## src/rtl/toll_lane_ctrl_if.sv

```systemverilog
// toll_lane_ctrl_if: lane inputs (car, hipass) and controller outputs as a single bundle.
// Revision: 1.0
`default_nettype none

interface toll_lane_ctrl_if #(
  parameter int LANES = 2,
  parameter int ID_W  = 4,
  parameter int CNT_W = 8
);
  logic [LANES-1:0]      car;
  logic [LANES*ID_W-1:0] hipass;
  logic [2*LANES-1:0]    state;
  logic [LANES-1:0]      gate_open;
  logic [LANES-1:0]      violation;
  logic [LANES*ID_W-1:0] last_id;
  logic [CNT_W-1:0]      pass_count;

  modport master (
    output car, hipass,
    input  state, gate_open, violation, last_id, pass_count
  );

  modport slave (
    input  car, hipass,
    output state, gate_open, violation, last_id, pass_count
  );
endinterface

`default_nettype wire

```

## src/rtl/toll_lane_ctrl.sv

```systemverilog
// toll_lane_ctrl: per-lane hipass toll FSMs with a shared saturating pass counter.
// Optional macro TOLL_TIMEOUT_EN builds the WAIT_PASS timeout / violation logic. Revision: 1.0
`default_nettype none

module toll_lane_ctrl #(
  parameter int LANES   = 2,
  parameter int ID_W    = 4,
  parameter int TIMEOUT = 16,
  parameter int CNT_W   = 8
) (
  input  wire                    clk,
  input  wire                    rst,
  toll_lane_ctrl_if.slave        bus
);

  typedef enum logic [1:0] {
    S_IDLE      = 2'b00,
    S_WAIT_CAR  = 2'b01,
    S_WAIT_PASS = 2'b10,
    S_GRANT     = 2'b11
  } state_t;

  localparam logic [CNT_W+3:0] c_cnt_max = {4'b0000, {CNT_W{1'b1}}};

  logic [2*LANES-1:0]    w_state;
  logic [LANES-1:0]      w_gate;
  logic [LANES-1:0]      w_viol;
  logic [LANES*ID_W-1:0] w_last_id;

  for (genvar i = 0; i < LANES; i++) begin : g_lane
    state_t          r_state;
    logic [ID_W-1:0] r_id;
    logic [ID_W-1:0] w_id;
`ifdef TOLL_TIMEOUT_EN
    logic [7:0]      r_timer;
    logic            r_viol;
`endif

    assign w_id = bus.hipass[i*ID_W +: ID_W];

    always_ff @(posedge clk) begin
      if (rst) begin
        r_state <= S_IDLE;
        r_id    <= '0;
`ifdef TOLL_TIMEOUT_EN
        r_timer <= '0;
        r_viol  <= 1'b0;
`endif
      end else begin
`ifdef TOLL_TIMEOUT_EN
        r_viol <= 1'b0;
`endif
        case (r_state)
          S_IDLE:     r_state <= S_WAIT_CAR;
          S_WAIT_CAR: begin
            if (bus.car[i]) begin
              r_state <= S_WAIT_PASS;
`ifdef TOLL_TIMEOUT_EN
              r_timer <= '0;
`endif
            end
          end
          S_WAIT_PASS: begin
            // A card read takes priority over an expiring timer.
            if (w_id != '0) begin
              r_state <= S_GRANT;
              r_id    <= w_id;
            end
`ifdef TOLL_TIMEOUT_EN
            else if (r_timer == 8'(TIMEOUT - 1)) begin
              r_state <= S_WAIT_CAR;
              r_viol  <= 1'b1;
            end else begin
              r_timer <= r_timer + 8'd1;
            end
`endif
          end
          S_GRANT:    r_state <= S_WAIT_CAR;
          default:    r_state <= S_IDLE;
        endcase
      end
    end

    assign w_state[2*i +: 2]        = r_state;
    assign w_gate[i]                = (r_state == S_GRANT);
    assign w_last_id[i*ID_W +: ID_W] = r_id;
`ifdef TOLL_TIMEOUT_EN
    assign w_viol[i] = r_viol;
`else
    assign w_viol[i] = 1'b0;
`endif
  end

  logic [3:0]       w_ngrant;
  logic [CNT_W+3:0] w_sum;
  logic [CNT_W-1:0] r_count;

  always_comb begin
    w_ngrant = 4'd0;
    for (int k = 0; k < LANES; k++) begin
      w_ngrant = w_ngrant + 4'(w_gate[k]);
    end
  end

  assign w_sum = {4'b0000, r_count} + {{CNT_W{1'b0}}, w_ngrant};

  always_ff @(posedge clk) begin
    if (rst) begin
      r_count <= '0;
    end else if (w_sum > c_cnt_max) begin
      r_count <= {CNT_W{1'b1}};
    end else begin
      r_count <= w_sum[CNT_W-1:0];
    end
  end

  assign bus.state      = w_state;
  assign bus.gate_open  = w_gate;
  assign bus.violation  = w_viol;
  assign bus.last_id    = w_last_id;
  assign bus.pass_count = r_count;

endmodule

`default_nettype wire

```

## src/flat_wrapper.sv

```systemverilog
// flat-port wrapper written by rule: the top's interface ports become plain ports
module toll_lane_ctrl_flat 
#(
  parameter int LANES   = 2,
  parameter int ID_W    = 4,
  parameter int TIMEOUT = 16,
  parameter int CNT_W   = 8
)
  (clk, rst, bus_car, bus_hipass, bus_state, bus_gate_open, bus_violation, bus_last_id, bus_pass_count);
  toll_lane_ctrl_if #(.LANES(LANES), .ID_W(ID_W), .CNT_W(CNT_W)) bus_i ();
  input  wire clk;
  input  wire rst;
  input wire logic [$bits(bus_i.car)-1:0] bus_car;
  input wire logic [$bits(bus_i.hipass)-1:0] bus_hipass;
  output wire logic [$bits(bus_i.state)-1:0] bus_state;
  output wire logic [$bits(bus_i.gate_open)-1:0] bus_gate_open;
  output wire logic [$bits(bus_i.violation)-1:0] bus_violation;
  output wire logic [$bits(bus_i.last_id)-1:0] bus_last_id;
  output wire logic [$bits(bus_i.pass_count)-1:0] bus_pass_count;
  assign bus_i.car = bus_car;
  assign bus_i.hipass = bus_hipass;
  assign bus_state = bus_i.state;
  assign bus_gate_open = bus_i.gate_open;
  assign bus_violation = bus_i.violation;
  assign bus_last_id = bus_i.last_id;
  assign bus_pass_count = bus_i.pass_count;
  toll_lane_ctrl #(.LANES(LANES), .ID_W(ID_W), .TIMEOUT(TIMEOUT), .CNT_W(CNT_W)) u_core (.clk(clk), .rst(rst), .bus(bus_i));
endmodule
```

## config.mk

```make
export PLATFORM = sky130hd
export DESIGN_NAME = toll_lane_ctrl_flat
export DESIGN_NICKNAME = d
export VERILOG_FILES = /design/src/rtl/toll_lane_ctrl_if.sv /design/src/rtl/toll_lane_ctrl.sv /design/src/flat_wrapper.sv
export SDC_FILE = /design/constraint.sdc
export NUM_CORES = 1
export LEC_CHECK = 0
export CAP_MARGIN = 15
export CORE_ASPECT_RATIO = 0.8
export CORE_UTILIZATION = 25
export CTS_BUF_LIST = sky130_fd_sc_hd__clkbuf_8
export DETAILED_ROUTE_END_ITERATION = 6
export GPL_TIMING_DRIVEN = 0
export MAX_ROUTING_LAYER = met4
export PLACE_DENSITY_LB_ADDON = 0.25
export SYNTH_ARGS = -nofsm -noshare
export SYNTH_HDL_FRONTEND = slang
export SYNTH_SLANG_ARGS = --single-unit
```

## constraint.sdc

```tcl
create_clock -name clk -period 2.64 [get_ports clk]
set_input_delay 0.528 -clock clk [delete_from_list [all_inputs] [get_ports clk]]
set_output_delay 0.528 -clock clk [all_outputs]
set_load 0.01 [all_outputs]
```

After elaboration in Yosys (flattened, before gate mapping)
Index checks and enable logic that the tools add are counted.
- flip-flop bits (word level): 20
- output and inout port bits: 24
- logic and storage cells: 35
- muxes and demuxes: 7
- equality and inequality tests: 10
- add/subtract/negate cells: 2
- reductions and logical operators: 10
- order comparisons: 1
- operators with widths (kind ; count):
    12-bit by 8-bit greater-than comparator with 1-bit output (second input constant) ; 1
    2-bit one-hot mux with 3 select lines ; 2
    8-bit by 4-bit adder with 9-bit output ; 1
    2-bit equality test (second input constant) ; 4
    2-bit 2-to-1 mux ; 4
    8-bit 2-to-1 mux ; 1
    2-bit AND reduction ; 4
    4-bit nonzero test ; 2
    2-bit by 1-bit equality test with 1-bit output (second input constant) ; 2
    2-bit zero test ; 2
    2-bit by 1-bit inequality test with 1-bit output (second input constant) ; 2
    2-bit inequality test (second input constant) ; 2
    2-bit OR reduction ; 2
    1-bit by 1-bit adder with 2-bit output ; 1

Longest topological paths before layout
- word-level depth: 5
- depth in mapped cells: 8
- mapped depth without buffers: 8

Least setup slack after synthesis
No wires, ideal clock.
- path kind: reg2reg
- start point: register u_core.g_lane[0].r_state[0]
- end point: register u_core.r_count[6] (netlist: u_core.bus.pass_count[6])
- stages on the path, launching flop included: 9
- setup slack: 0.483 ns
- arrival time: 2.019 ns
- data required time: 2.502 ns
- library setup time: 0.138 ns
- clock period less this slack: 2.157 ns
- cell sequence: dfxtp_1 ha_1 ha_1 ha_1 inv_1 fa_1 and3b_1 and4_1 nor3_1
- word-level cells in the longest chain between the ends: 5
- ends and longest elaborated chain (what ; line ; text):
    from (decl) ; toll_lane_ctrl.sv:31 ; state_t r_state;
    from (signal assigned) ; toll_lane_ctrl.sv:43 ; r_state <= S_IDLE;
    from (signal assigned) ; toll_lane_ctrl.sv:54 ; S_IDLE: r_state <= S_WAIT_CAR;
    from (signal assigned) ; toll_lane_ctrl.sv:57 ; r_state <= S_WAIT_PASS;
    2-bit equality test * ; toll_lane_ctrl.sv:85 ; assign w_gate[i] = (r_state == S_GRANT);
    via bus_gate_open[0] ; flat_wrapper.sv:16 ; output wire logic [$bits(bus_i.gate_open)-1:0] bus_gate_open;
    1-bit by 1-bit adder with 2-bit output * ; toll_lane_ctrl.sv:101 ; w_ngrant = w_ngrant + 4'(w_gate[k]);
    8-bit by 4-bit adder with 9-bit output * ; toll_lane_ctrl.sv:105 ; assign w_sum = {4'b0000, r_count} + {{CNT_W{1'b0}}, w_ngrant};
    12-bit by 8-bit greater-than comparator with 1-bit output ; toll_lane_ctrl.sv:110 ; end else if (w_sum > c_cnt_max) begin
    8-bit 2-to-1 mux * ; toll_lane_ctrl.sv:110 ;
    to (signal assigned) ; toll_lane_ctrl.sv:111 ; r_count <= {CNT_W{1'b1}};
    to (signal assigned) ; toll_lane_ctrl.sv:113 ; r_count <= w_sum[CNT_W-1:0];
    to (decl) ; toll_lane_ctrl.sv:96 ; logic [CNT_W-1:0] r_count;
Mark *: on every way through the listed nets, which the timed path passes. The rest lies on a longest branch.
A chain may end at the register's enable or synchronous reset.

Worst setup path in the final report
- start point: register u_core.g_lane[0].r_state[0]
- end point: register u_core.r_count[6] (netlist: u_core.bus.pass_count[6])
- word-level cells in the longest chain between the ends: 5
- ends and longest elaborated chain (what ; line):
    2-bit equality test * ; toll_lane_ctrl.sv:85
    1-bit by 1-bit adder with 2-bit output * ; toll_lane_ctrl.sv:101
    8-bit by 4-bit adder with 9-bit output * ; toll_lane_ctrl.sv:105
    12-bit by 8-bit greater-than comparator with 1-bit output ; toll_lane_ctrl.sv:110
    8-bit 2-to-1 mux * ; toll_lane_ctrl.sv:110
Every way passes the cells marked *; elsewhere a longest branch is shown, timed or not.

==> impl_metrics.csv <==
group,metric,value,unit
logic_synthesis,ys_seq_area_share,35.5,%
logic_synthesis,synth_edf_count,0,
global_route,grt_antenna_before_repair,0,
global_route,grt_pass1_wl,3880,um
power,vdd_drop_max,0.000230,V
worst_setup_path,worstPathRequired,2.76,ns
timing,rsz0062_at_grt,"false",
power,netSwitchingFraction,30.9,%
floorplanning,initial_core_util,26.5,%
logic_synthesis,synth_area,1130,um^2
final_layout,final_core_util,37.1,%
drt,wl_per_cell,12.0,um
run_status,status,"complete, no violations",
timing,period_minus_slack,2.25,ns
timing,skew,0.00104,ns
power,powerDensity,591,nW/um^2
worst_setup_path,worst_setup_path_start_kind,"flip-flop",
logic_synthesis,synth_area_per_cell,9.89,um^2
clock_tree,cts_setup_buffers,0,
global_route,grt_use_met3,1.90,%
placement,gp_congestion,0.753,
power,comb_power_share,35.5,%
logic_synthesis,async_flop_share,0,%
power,power_switching,0.288,mW
timing,setup_viol,0,
logic_synthesis,ys_seq_elements,20,
clock_tree,clock_latency,0.25,ns
logic_synthesis,synthSimpleGateAreaFrac,16.9,%
timing,max_freq,0.445,GHz
hold_path,whs_path_depth,2,
drt,vias,950,
logic_synthesis,synth_top_family_by_area,"compound AO/OA/AOI/OAI gates",
logic_synthesis,yosys.area_share.adder,14.0,%
logic_synthesis,synth_area_leaders,"dfxtp_1 (36%), ha_1 (12%), o41ai_4 (4.9%)",
clock_tree,cts_buffers,3,
global_route,grt_pass1_vias,873,
placement,place_hpwl,1970,um
hold_path,hp-class,"flip-flop to flip-flop",
clock_tree,cts_tree,"done",
worst_setup_path,crit_fanout,6,
worst_setup_path,end_kind,"flip-flop",
logic_synthesis,yosysMostFrequentCell,"dfxtp_1",
logic_synthesis,yosysWarnings,0,
floorplanning,coreArea,4260,um^2
timing,tightestPinTransition,0.585,ns
floorplanning,die_width,77.1,um
power,total_power,0.933,mW
final_layout,antenna_cells,0,
final_layout,layout.nets,176,
logic_synthesis,synthMuxAreaShare,0,%
clock_tree,post_cts_resized,0,
timing,timing.final.ws_setup,0.392,ns
timing,worst_slew_margin_rel,61.0,%
placement,io_buffers,32,
floorplanning,die_area,4780,um^2
global_route,grt_util_met1,13.0,%
global_route,grt_max_degree,12,
power,power.internal,0.644,mW
drt,drt-pass1-iter-count,4,
power,power.leakage,0.627,nW
floorplanning,rows,21,
logic_synthesis,synthDistinctLibCells,31,
logic_synthesis,syn_inst,114,
clock_tree,postCtsHoldBufs,0,
logic_synthesis,ys.flop_type,"dfxtp_1",
global_route,grt_util_all_layers,11.0,%
drt,viasPerCell,4.57,
logic_synthesis,synth.top_cell.area_share,35.5,%
final_layout,syn_to_final_growth,40.0,%
drt,wl,2500,um
timing,timing.final.crit_share,85.1,%
logic_synthesis,synthXorXnorAreaFrac,0,%
global_route,globalRouteOverflowTotal,0,
worst_setup_path,r2r_cells,8,
timing,setup_tns,0,ns
clock_tree,cts_max_level,1,
placement,dp.cells,204,
timing,slew_violations,0,
final_layout,fin_cells,208,
clock_tree,clockBufferDepth,2,
logic_synthesis,synth_compound_area_share,26.4,%
timing,hold_viol_final,0,
clock_tree,path_clk_slew,0.07,ns
drt,drc,0,
logic_synthesis,yosysTopAreaCell,"dfxtp_1",
placement,dp_slack,0.377,ns
floorplanning,num_io_pins,36,
global_route,grt.busiest_layer,"met2",
logic_synthesis,synthTopCellsByCount,"dfxtp_1 (20), inv_1 (12), ha_1 (11)",
drt,dr.first_iter.drc_count,19,
worst_setup_path,crit_type,"flip-flop to flip-flop",
clock_tree,cts_sinks,20,
global_route,grt_use_met2,18.0,%
power,seqPwrFrac,40.0,%
run,maxCapViolations,0,
final_layout,drive_gt1_share,11.9,%
worst_setup_path,cp_data_arrival_time,2.37,ns
drt,antenna_left,0,
clock_tree,cts_root_buf,"clkbuf_8",
power,clockPowerShare,24.5,%
floorplanning,die_h,62.1,um
-- cell families (layout without fill, tap and decap cells) --
group,after synthesis,in the layout
compound gates,34,34
simple gates,29,29
flops,20,20
buf+inv,18,54
fa+ha+maj,12,12
other cells,1,2
-- power groups by stage --
| stage | Clock (mW) | Combinational [mW] | Sequential [mW] |
|---|---|---|---|
| after global routing | 0.252 | 0.366 | 0.378 |
| final | 0.229 | 0.331 | 0.373 |
| after CTS | 0.239 | 0.335 | 0.374 |
| after floorplan | 0 | 0.175 | 0.393 |
| after global placement | 0 | 0.324 | 0.377 |
| after detailed placement | 0 | 0.333 | 0.381 |
-- area by class of cell --
type	count	area, um^2
Fill cell	436	2680
Tap cell	57	71.3
Timing Repair Buffer	32	320
Clock buffer	4	55.1
Buffer	6	32.5
Multi-Input combinational cell	77	653
Sequential cell	20	400
Inverter	12	45.0
-- flip-flops by register name, summed over array words and instances, names as in the netlist --
name and count:
u_core.bus.pass_count 8, u_core.g_lane.r_id 8, u_core.g_lane.r_state 4
-- placed cells by master, fill, tap and decap left out, types with 2 or more instances in the layout --
cell type | netlist | routed
ha_1 | 11 | 11
a211oi_2 | 4 | 4
nor2_1 | 10 | 10
inv_1 | 12 | 12
conb_1 | 1 | 2
o41ai_4 | 2 | 2
and3_1 | 2 | 2
and3b_1 | 2 | 2
dfxtp_1 | 20 | 20
clkbuf_1 | 2 | 2
buf_2 | 2 | 2
a22oi_1 | 7 | 7
a211oi_1 | 6 | 6
a21oi_1 | 6 | 6
a21o_1 | 3 | 3
nor4_4 | 2 | 2
nand2_1 | 4 | 4
clkdlybuf4s50_1 | 0 | 32
a31oi_1 | 2 | 2
clkbuf_8 | 0 | 4
nor2b_1 | 3 | 3
buf_4 | 2 | 2
-- routing by layer --
metal  wire, um  vias up
met3         82        5
met4         53        0
li1           -      484
met5          0        -
met2       1170       18
met1       1190      443
-- worst max-delay path, cell delays in order (launching register included) --
cell and delay, ns:
dfxtp_1 0.36, ha_1 0.24, ha_1 0.28, ha_1 0.17
inv_1 0.06, fa_1 0.40, and3b_1 0.34, and4_1 0.21
nor3_1 0.05
-- per-stage QoR --
step | hold WS [ns] | area, um^2
2_1_floorplan | 0.481 | 1130
3_3_place_gp | 0.446 | 1520
3_5_place_dp | 0.451 | 1520
4_1_cts | 0.461 | 1580
5_1_grt | 0.482 | 1580
6_report | 0.459 | 1580
-- worst paths after layout --
kind	start	end	slack, ns
max	u_core.g_lane[0].r_state[0]$_SDFFE_PP0P_	u_core.bus.pass_count[6]$_SDFF_PP0_	0.39
min	u_core.g_lane[1].r_id[1]$_SDFFE_PP0P_	u_core.g_lane[1].r_id[1]$_SDFFE_PP0P_	0.46
max reg2reg	u_core.g_lane[0].r_state[0]$_SDFFE_PP0P_	u_core.bus.pass_count[6]$_SDFF_PP0_	0.39
min reg2reg	u_core.g_lane[1].r_id[1]$_SDFFE_PP0P_	u_core.g_lane[1].r_id[1]$_SDFFE_PP0P_	0.46
Note: power is estimated with default switching activity, not from simulation.
